File: config.mk
export PLATFORM = sky130hd
export DESIGN_NAME = byte_serializer_tx
export DESIGN_NICKNAME = d
export VERILOG_FILES = /design/src/rtl/byte_serializer_tx.sv
export SDC_FILE = /design/constraint.sdc
export NUM_CORES = 1
export LEC_CHECK = 0
export ABC_AREA = 1
export CAP_MARGIN = 20
export CORE_MARGIN = 10
export CORE_UTILIZATION = 40
export CTS_BUF_LIST = sky130_fd_sc_hd__clkbuf_4
export DETAILED_ROUTE_END_ITERATION = 10
export SYNTH_ARGS = -nofsm -noshare
export SYNTH_HDL_FRONTEND = slang
export SYNTH_SLANG_ARGS = --single-unit
export TNS_END_PERCENT = 20
File: constraint.sdc
create_clock -name clk -period 5.1 [get_ports clk]
set_input_delay 0.51 -clock clk [delete_from_list [all_inputs] [get_ports clk]]
set_output_delay 0.51 -clock clk [all_outputs]
set_load 0.01 [all_outputs]
File: src/rtl/byte_serializer_tx.sv
// Byte FIFO feeding an MSB-first serializer that fills empty slots with IDLE_BYTE.
// Define SERIALIZER_PARITY_EN to append an odd-parity bit after every frame's LSB.
module byte_serializer_tx #(
  parameter int                DATA_W     = 8,
  parameter int                FIFO_DEPTH = 4,
  parameter logic [DATA_W-1:0] IDLE_BYTE  = DATA_W'(8'hBC)
) (
  input  logic              clk,
  input  logic              reset,
  input  logic [DATA_W-1:0] data_in,
  input  logic              valid_in,
  output logic              ready_out,
  output logic              serial_out,
  output logic              byte_start,
  output logic              sending_data,
  output logic              overflow
);

  localparam int PTR_W = (FIFO_DEPTH > 1) ? $clog2(FIFO_DEPTH) : 1;
`ifdef SERIALIZER_PARITY_EN
  localparam int FRAME_LEN = DATA_W + 1;
`else
  localparam int FRAME_LEN = DATA_W;
`endif
  localparam int CNT_W = $clog2(FRAME_LEN);
  localparam logic [CNT_W-1:0] LAST_BIT = CNT_W'(FRAME_LEN - 1);
  localparam logic [PTR_W:0]   FULL_CNT = (PTR_W + 1)'(FIFO_DEPTH);

  logic [DATA_W-1:0] mem_q [FIFO_DEPTH];
  logic [PTR_W-1:0]  wr_ptr_q, wr_ptr_d;
  logic [PTR_W-1:0]  rd_ptr_q, rd_ptr_d;
  logic [PTR_W:0]    count_q, count_d;
  logic              overflow_q, overflow_d;

  logic [DATA_W-1:0] shift_q, shift_d;
  logic [CNT_W-1:0]  bit_cnt_q, bit_cnt_d;
  logic              serial_q, serial_d;
  logic              start_q, start_d;
  logic              sending_q, sending_d;
`ifdef SERIALIZER_PARITY_EN
  logic              parity_q, parity_d;
`endif

  logic              push, pop, load;
  logic [DATA_W-1:0] frame_byte;

  // ready comes from the registered count, so a full FIFO rejects even when popping
  assign ready_out  = (count_q != FULL_CNT);
  assign push       = valid_in && ready_out;
  assign load       = (bit_cnt_q == LAST_BIT);
  assign pop        = load && (count_q != '0);
  assign frame_byte = pop ? mem_q[rd_ptr_q] : IDLE_BYTE;

  always_comb begin
    wr_ptr_d   = wr_ptr_q;
    rd_ptr_d   = rd_ptr_q;
    count_d    = count_q;
    overflow_d = overflow_q | (valid_in & ~ready_out);
    if (push) wr_ptr_d = wr_ptr_q + PTR_W'(1);
    if (pop)  rd_ptr_d = rd_ptr_q + PTR_W'(1);
    case ({push, pop})
      2'b10:   count_d = count_q + (PTR_W + 1)'(1);
      2'b01:   count_d = count_q - (PTR_W + 1)'(1);
      default: count_d = count_q;
    endcase
  end

  always_comb begin
    shift_d   = shift_q;
    bit_cnt_d = bit_cnt_q;
    serial_d  = serial_q;
    start_d   = 1'b0;
    sending_d = sending_q;
`ifdef SERIALIZER_PARITY_EN
    parity_d  = parity_q;
`endif
    if (load) begin
      serial_d  = frame_byte[DATA_W-1];
      shift_d   = {frame_byte[DATA_W-2:0], 1'b0};
      bit_cnt_d = '0;
      start_d   = 1'b1;
      sending_d = pop;
`ifdef SERIALIZER_PARITY_EN
      parity_d  = ~^frame_byte;
`endif
    end else begin
      serial_d  = shift_q[DATA_W-1];
      shift_d   = {shift_q[DATA_W-2:0], 1'b0};
      bit_cnt_d = bit_cnt_q + CNT_W'(1);
`ifdef SERIALIZER_PARITY_EN
      // The slot after the LSB carries the odd-parity bit
      if (bit_cnt_q == CNT_W'(DATA_W - 1)) serial_d = parity_q;
`endif
    end
  end

  always_ff @(posedge clk) begin
    if (reset) begin
      wr_ptr_q   <= '0;
      rd_ptr_q   <= '0;
      count_q    <= '0;
      overflow_q <= 1'b0;
      shift_q    <= '0;
      bit_cnt_q  <= LAST_BIT;
      serial_q   <= 1'b0;
      start_q    <= 1'b0;
      sending_q  <= 1'b0;
`ifdef SERIALIZER_PARITY_EN
      parity_q   <= 1'b0;
`endif
    end else begin
      wr_ptr_q   <= wr_ptr_d;
      rd_ptr_q   <= rd_ptr_d;
      count_q    <= count_d;
      overflow_q <= overflow_d;
      shift_q    <= shift_d;
      bit_cnt_q  <= bit_cnt_d;
      serial_q   <= serial_d;
      start_q    <= start_d;
      sending_q  <= sending_d;
`ifdef SERIALIZER_PARITY_EN
      parity_q   <= parity_d;
`endif
    end
  end

  // Storage needs no reset; only entries behind a valid count are ever read
  always_ff @(posedge clk) begin
    if (!reset && push) mem_q[wr_ptr_q] <= data_in;
  end

  assign serial_out   = serial_q;
  assign byte_start   = start_q;
  assign sending_data = sending_q;
  assign overflow     = overflow_q;

endmodule

==> flow_summary.yaml <==
worst_setup_path:
  crit_family: "adder cells"
  cp_max_fo: 9
  cpMostUsedCell: "ha_1"
  critPathSlowestCell: "fa_1"
  cpPeakStageDelay_ps: 380
  start_kind: "register"
  cp-end-kind: "register"
  worstSetupPathType: "register to register"
  r2r_start: "bit_cnt_q[0]"
  worst-path-buf-inv: 2
  cp.arrival_ps: 2480
  path_cells: "ha_1 -> ha_1 -> nand2_4 -> inv_4 -> ha_1 -> inv_1 -> fa_1 -> nand2_1 -> nand3_1 -> o21ai_0 -> a21oi_1"
  required_ps: 5350
  startpoint: "bit_cnt_q[0]"
cells_and_area:
  area_delta_synth_final_pct: 10.8
  fin_util: 0.455
  n_antenna_cell: 0
  final_layout_size_suffix_gt1_frac: 0.102
  nets: 253
timing:
  rsz0062_at_grt: "false"
  post-route-min-period_ps: 2230
  slew-limit-headroom: 0.546
  tightest_slew_ps: 679
  fmax_mhz: 448
  final.setup.tns_ps: 0
  skew_ps: 14.5
  finalHoldViolCount: 0
  setup_violations: 0
  slew_violations: 0
  fin_crit_sh: 0.438
synth:
  ys_seq_area_frac: 0.633
  synth_warnings: 0
  syn-cell-area_um2: 2250
  synthCells: 218
  syn_nets: 237
  synth_top_area_frac: 0.428
  ys_top_cells_by_area: "edfxtp_1 43%, dfxtp_1 21%, nor2_1 5.8%"
  synth_flop_cell: "edfxtp_1"
  synth_common_cells: "35 x nor2_1, 32 x edfxtp_1, 27 x inv_1, 27 x nand2_1, 23 x dfxtp_1"
  post-synth-top-count-cell: "nor2_1"
  ys_ff_latch: 55
  synthArstFlopShare: 0
  synth_edf_count: 32
  postSynthAreaPerCell_um2: 10.3
  yosysTopAreaCell: "edfxtp_1"
  synth.distinct_cells: 23
clocking:
  insertion_delay_ps: 360
  cts_tree: "built"
  cts_made_buffers: 5
  postCtsHoldBufs: 0
  cts_num_sinks: 55
  clk_pin_slew_ps: 150
  post_cts_resize_count: 0
  clockBufferDepth: 2
  clock-root-buffer: "clkbuf_4"
  post_cts_buffers: 0
  h-tree-depth: 2
job:
  cap_violations: 0
min_path:
  min_from: "overflow"
  worstHoldPathType: "register to register"
grt:
  grt_max_degree: 18
  antenna_found_initial: 0
  grt-ovfl-total: 0
  grt_pass1_wl_um: 6420
  grt_pass1_vias: 1359
  track_usage: 0.0935
die:
  initial_utilization: 0.410
  die_width_um: 94.9
  die_h_um: 94.9
  core.rowCount: 27
  fp.dieArea_um2: 9010
  coreArea_um2: 5470
  io_pins: 16
detailed_routing:
  drt_iter0_drc: 80
  ant_nets: 0
  routedWlPerCell_um: 13.1
  vias_per_cell: 4.65
  via_count: 1429
  remaining_drc_errors: 0
  drt-pass1-iter-count: 4
  drt-total-wl_um: 4030
power_and_ir_drop:
  internal_power_uw: 682
  p_switching_uw: 318
  seqPwrFrac: 0.562
  finalPower_uw: 1000
  share_comb_of_total_power: 0.254
  pwr-share-clk: 0.184
  p_leak_uw: 0.000987
  vdd_drop_max_v: 0.000151
  p_per_area_nw_per_um2: 402
  p_sw_frac: 0.318
place:
  place_congestion: 0.848
  io_buffers: 15
  hpwlAfterDp_um: 2980
outcome:
  status: "completed"
[tightest hold or removal path: stages (launching register included)]
cell     delay, ps
dfxtp_1        330
inv_1           50
a21oi_1         50
[cell usage in the layout (no fill, tap or decap), drive strengths merged, types with 2 or more instances in the layout]
cell type      count
a21oi             12
clkbuf             6
clkdlybuf4s50     15
clkinv             2
dfxtp             23
edfxtp            32
ha                 7
inv               32
nand2             31
nand3             13
nor2              40
o21ai             19
[state kept, by name, summed over array words and instances (netlist names), named ones only]
name and cells:
byte_start 1, overflow 1, count_q 3, mem_q 32, shift_q 7, rd_ptr_q 2
serial_out 1, bit_cnt_q 3, sending_data 1, wr_ptr_q 2
[final cells by class]
| class | instances | area, um^2 |
|---|---|---|
| Clock buffer | 6 | 45.0 |
| Clock inverter | 2 | 12.5 |
| Fill cell | 525 | 2980 |
| Inverter | 32 | 125 |
| Multi-Input combinational cell | 125 | 644 |
| Sequential cell | 55 | 1420 |
| Tap cell | 72 | 90.1 |
| Timing Repair Buffer | 15 | 150 |
[power by group through the flow]
stage               clock (uW)  sequential [uW]  combinational, uW
floorplan                    0              557                211
global placement             0              572                255
detailed placement           0              573                255
CTS                        191              563                257
global route               216              568                294
finish                     184              562                254
[through the flow]
stage          setup slack (ps)  instance area [um^2]  hold WS (ps)  instances
2_1_floorplan              3170                  2250           418        218
3_3_place_gp               2480                  2430           441        299
3_5_place_dp               2460                  2430           449        299
4_1_cts                    2860                  2490           469        307
5_1_grt                    2610                  2490           488        307
6_report                   2870                  2490           464        307
[logic make-up after synthesis]
| family | after synthesis | synth area share |
|---|---|---|
| adder cells (fa/ha/maj) | 8 | 0.0479 |
| AND/OR/NAND/NOR | 85 | 0.163 |
| buffers and inverters | 38 | 0.0802 |
| AO/OA/AOI/OAI | 31 | 0.0724 |
| XOR/XNOR | 1 | 0.00390 |
| flip-flops | 55 | 0.633 |
[final timing paths]
check                to  slack (ps)  cells after the start
max          count_q[2]        2870                     11
min            overflow         460                      2
max reg2reg  count_q[2]        2870                     11
min reg2reg    overflow         460                      2
[per-layer routing]
| metal | track usage | wire [um] | vias up |
|---|---|---|---|
| met5 | 0 | 0 | - |
| met4 | 0.0274 | 40 | 0 |
| met3 | 0.0214 | 157 | 4 |
| met2 | 0.163 | 1960 | 24 |
| met1 | 0.112 | 1870 | 665 |
| li1 | - | - | 736 |
(Power assumes the default switching activity.)
==> patch 1 (config.mk and constraints unchanged) <==
Build with the macro `SERIALIZER_PARITY_EN` defined.
--- a/src/rtl/byte_serializer_tx.sv
+++ b/src/rtl/byte_serializer_tx.sv
@@ -2,2 +2,4 @@
 // Define SERIALIZER_PARITY_EN to append an odd-parity bit after every frame's LSB.
+`define SERIALIZER_PARITY_EN
+
 module byte_serializer_tx #(
Behaviour: not the same (a bounded check fails within 10 cycles, from zero or initial values and one cycle with reset high).
==> patch 1 against the unedited design <==
- synthesized cell count up 30%
- final cell count up 25%
- count of clock-buffer cells in the layout up 5
- via count up 31%
- wire length up 29%
- sequential cell count up 2
- sequential share of layout area down 6.8 points
- highest routed layer unchanged
- cell area up 17%
- core utilization up 0.28 points
- setup slack better by 29 ps
- synthesized area up 16%
- total power up 41%
- clock skew down 3.3 ps
==> patch 1: results (changes against the unedited design) <==
Seq/total area 50.3% (-6.8 points); Signal buf overhead 5.17% (-0.87 points); Synth Area in XOR/XNOR 0.336% (-0.054 points); # nets final 322 (+27%); final HPWL from detailed placement 3.87 mm (+30%); Worst VDD drop 236 uV (+56%); fraction of layout cells with a size suffix above 1 10.4% (+0.18 points); clock sink total 57 (+3.6%); layout clock buffer count 11 (+5); top cells by count, synth nand2_1 (94), edfxtp_1 (32), nand3_1 (31); Finished Layout Cells 385 (+25%); M2 GR Usage 16.9% (+0.55 points); H-tree levels 3 (+1); post-synthesis net count 302 (+27%); inverters 33 (+3.1%); synth top area cells edfxtp_1 (37%), dfxtp_1 (19%), nand2_1 (14%); multi-input gates 187 (+50%); Max Fanout on Critical Path 17 (+8); Layout clock area frac 4.44% (+2.1 points); Slew HR 51.4% (-3.3 points); met3 wire len 208 um (+32%); first-pass GRT wire length 8.74 mm (+36%); Synth cell types 28 (+22%); TritonCTS Buffers 9 (+4); post-synthesis adder-cell area fraction 4.13% (-0.66 points); status finished, final reports clean; Hold Path Sink shift_q[6]; RR Startpoint bit_cnt_q[0]; pin count of the biggest net entering global routing 21 (+3); R2R setup slack 2900 ps (+30 ps); Final Skew 11.1 ps (-3.35 ps); Placer Congestion 0.907 (+6.9%); Skew-Pair Late Insertion Delay 400 ps (+40 ps); Avg Cell Area, Syn 9.21 um^2 (-11%); r2r worst-path depth 13 (+2); multi-input combinational cell area 940 um^2 (+46%)
[patch 1: changes by cell type in the layout (fill, tap and decap cells not counted), moves of 4 or more]
cell,unedited run,this run
nor2_1,35,10
o21ai_0,7,12
clkbuf_4,6,11
nor2_2,5,0
o21ai_1,12,0
nand3_2,0,4
nand3_1,13,31
nand2_1,27,94
[patch 1: cells by family (layout without fill, tap and decap cells)]
family	after synthesis	after routing
DFF	57	57
AOI/OAI and AO/OA	28	28
buffers and inverters	39	64
adders and majority gates	8	8
and+or+nand+nor	150	150
xor gates and xnor gates	1	1
[patch 1: worst max-delay path by stage]
stage	slack, ps	depth (start not counted)	end	from
floorplan	3030	14	count_q[2]	bit_cnt_q[0]
global placement	2690	4	mem_q[2][4]	reset
detailed placement	2600	4	mem_q[2][3]	reset
CTS	2880	13	count_q[2]	bit_cnt_q[0]
global route	2650	13	count_q[2]	bit_cnt_q[0]
finish	2900	13	count_q[2]	bit_cnt_q[0]
[patch 1: critical path: cells and delay by family, from the launching register on]
| family | cells | cell delay [ps] |
|---|---|---|
| AO/OA/AOI/OAI | 4 | 490 |
| adder cells (fa/ha/maj) | 3 | 680 |
| buffers and inverters | 3 | 260 |
| flip-flops | 1 | 330 |
| AND/OR/NAND/NOR | 3 | 340 |
[patch 1: stage by stage]
stage / setup WS [ps] / hold WS [ps] / total power [W]
after CTS: 2880 / 429 / 0.00143
final: 2900 / 431 / 0.00141
after global routing: 2650 / 452 / 0.00154
after floorplan: 3030 / 403 / 0.00103
after detailed placement: 2600 / 412 / 0.00112
after global placement: 2690 / 411 / 0.00111
[patch 1: power breakdown]
group          switching (W)  total (W)  internal, W
Sequential         0.0000551   0.000615     0.000560
Combinational       0.000319   0.000491     0.000172
Clock               0.000152   0.000307     0.000155
Total               0.000526    0.00141     0.000887
==> patch 2 (config.mk and constraints unchanged) <==
Without the edit above. `shift_q` no longer has a reset.
--- a/src/rtl/byte_serializer_tx.sv
+++ b/src/rtl/byte_serializer_tx.sv
@@ -102,3 +102,2 @@
       overflow_q <= 1'b0;
-      shift_q    <= '0;
       bit_cnt_q  <= LAST_BIT;
@@ -115,3 +114,2 @@
       overflow_q <= overflow_d;
-      shift_q    <= shift_d;
       bit_cnt_q  <= bit_cnt_d;
@@ -124,2 +122,6 @@
     end
+  end
+
+  always_ff @(posedge clk) begin
+    shift_q <= shift_d;
   end
Function: same outputs for any inputs over 10 cycles, from zero or initial values and one cycle with reset high; that may be too few to reach the edited logic, so the function may still have changed.
==> patch 2 against the unedited design <==
- sequential power grew 3%
- cell area increased by 2.4%
- total power is 5.6% higher
- setup slack got worse by 94 ps
- wire length rose by 2.4%
- sequential cell count unchanged
- core utilization is 0.81 points higher
- synthesized area up 1.1%
- critical endpoint unchanged
==> patch 2: results (changes against the unedited design) <==
first-pass GRT wire length 6.73 mm (+4.8%); clock root buffer master clkbuf_4; Final Skew 16.4 ps (+1.90 ps); Worst VDD drop 182 uV (+20%); Max Fanout on Critical Path 9 (unchanged); synth warn 0 (unchanged); Post-CTS Resized 0 (unchanged); H-tree levels 2 (unchanged); Port Buffers 15 (unchanged); initial antenna violation count 0 (unchanged); final HPWL from detailed placement 3.11 mm (+4.1%); TritonCTS Buffers 5 (unchanged); top cell family by delay on the critical path adder cells; Placer Congestion 0.859 (+1.3%); WL per Instance 12.7 um (-3.0%); # nets final 270 (+6.7%); Worst-path clk slew approximately 160 ps; routed via count 1449 (+1.4%); ANT cells 0 (unchanged); synth top area cells edfxtp_1 (42%), dfxtp_1 (20%), nand2_1 (9.3%); worst hold path class reg -> reg; Post-Route WL 4.12 mm (+2.4%); CP max stage cell fa_1; post-synthesis net count 252 (+6.3%); EDFF count, synth 32 (unchanged); status finished, final reports clean; post-synthesis cell count 233 (+6.9%); Pins Over Slew Limit 0 (unchanged); Async SR Flop Fraction 0% (unchanged); multi-input combinational cell area 649 um^2 (+0.78%); Setup WS pre-CTS 2780 ps (+316 ps); Critical Path AT 2620 ps (+140 ps); Slew @ Worst Pin 648 ps (-31.4 ps); LEAKAGE 1.08 nW (+9.9%); Pre-antenna DRT Iters 4 (unchanged); post-synthesis sequential area ratio 62.6% (-0.70 points); Post-Place Cells 316 (+5.7%); drt first-iter violations 74 (-7.5%); Largest regs mem_q: 32 flops, shift_q: 7 flops; GRT Util Overall 9.77% (+0.42 points); filler cell count 533 (+1.5%); Post-CTS Setup Repair Bufs 0 (unchanged); CTS max path bufs 2 (unchanged); most flop-heavy register mem_q; CP peak stage delay 380 ps (about the same); Skew-Pair Late Insertion Delay 390 ps (+30 ps); pin count of the biggest net entering global routing 20 (+2); Synth cell types 19 (-17%); top cells by count, synth nand2_1 (56), inv_1 (43), edfxtp_1 (32); fraction of layout cells with a size suffix above 1 7.14% (-3.1 points)
==> patch 2: through the flow <==
step	total power (W)	util (%)	area (um^2)
finish	0.00106	46.3	2550
detailed placement	0.000865	45.1	2480
global placement	0.000861	45.1	2480
global route	0.00114	46.3	2550
floorplan	0.000789	-	2270
CTS	0.00107	46.3	2550
==> patch 2: where the power goes <==
part	internal, W	switching, W
registers	0.000538	0.0000428
logic	0.000109	0.000162
clock network	0.0000592	0.000146
==> patch 2: path summary, 6_finish.rpt <==
kind                     end  cells past startpoint  slack, ps         start
setup reg to reg  count_q[2]                     13       2770  bit_cnt_q[0]
setup / recovery  count_q[2]                     13       2770  bit_cnt_q[0]
hold / removal    shift_q[7]                      2        440    shift_q[6]
hold reg to reg   shift_q[7]                      2        440    shift_q[6]
==> patch 2: logic make-up after synthesis <==
logic type / count (synthesis) / synth area share, %
AO/OA/AOI/OAI: 14 / 4.19
adder cells (fa/ha/maj): 8 / 4.74
buffers and inverters: 50 / 8.81
flip-flops: 55 / 62.6
AND/OR/NAND/NOR: 106 / 19.7
==> patch 2: routing by layer <==
| layer | track usage [%] | vias to the layer above | share of wire (%) |
|---|---|---|---|
| met4 | 4.49 | 0 | 2.1 |
| met5 | 0 | - | 0 |
| met1 | 12.4 | 644 | 47 |
| met2 | 15.1 | 36 | 46 |
| met3 | 2.83 | 5 | 4.8 |
| li1 | - | 764 | - |
==> patch 2: layout make-up <==
class | instances | area share (%)
clock buffers | 5 | 1.47
clock inverters | 3 | 1.08
multi-input cells | 128 | 25.5
well taps | 72 | 3.53
inverters | 46 | 6.77
flip-flops and latches | 55 | 55.8
repair buffers | 15 | 5.89
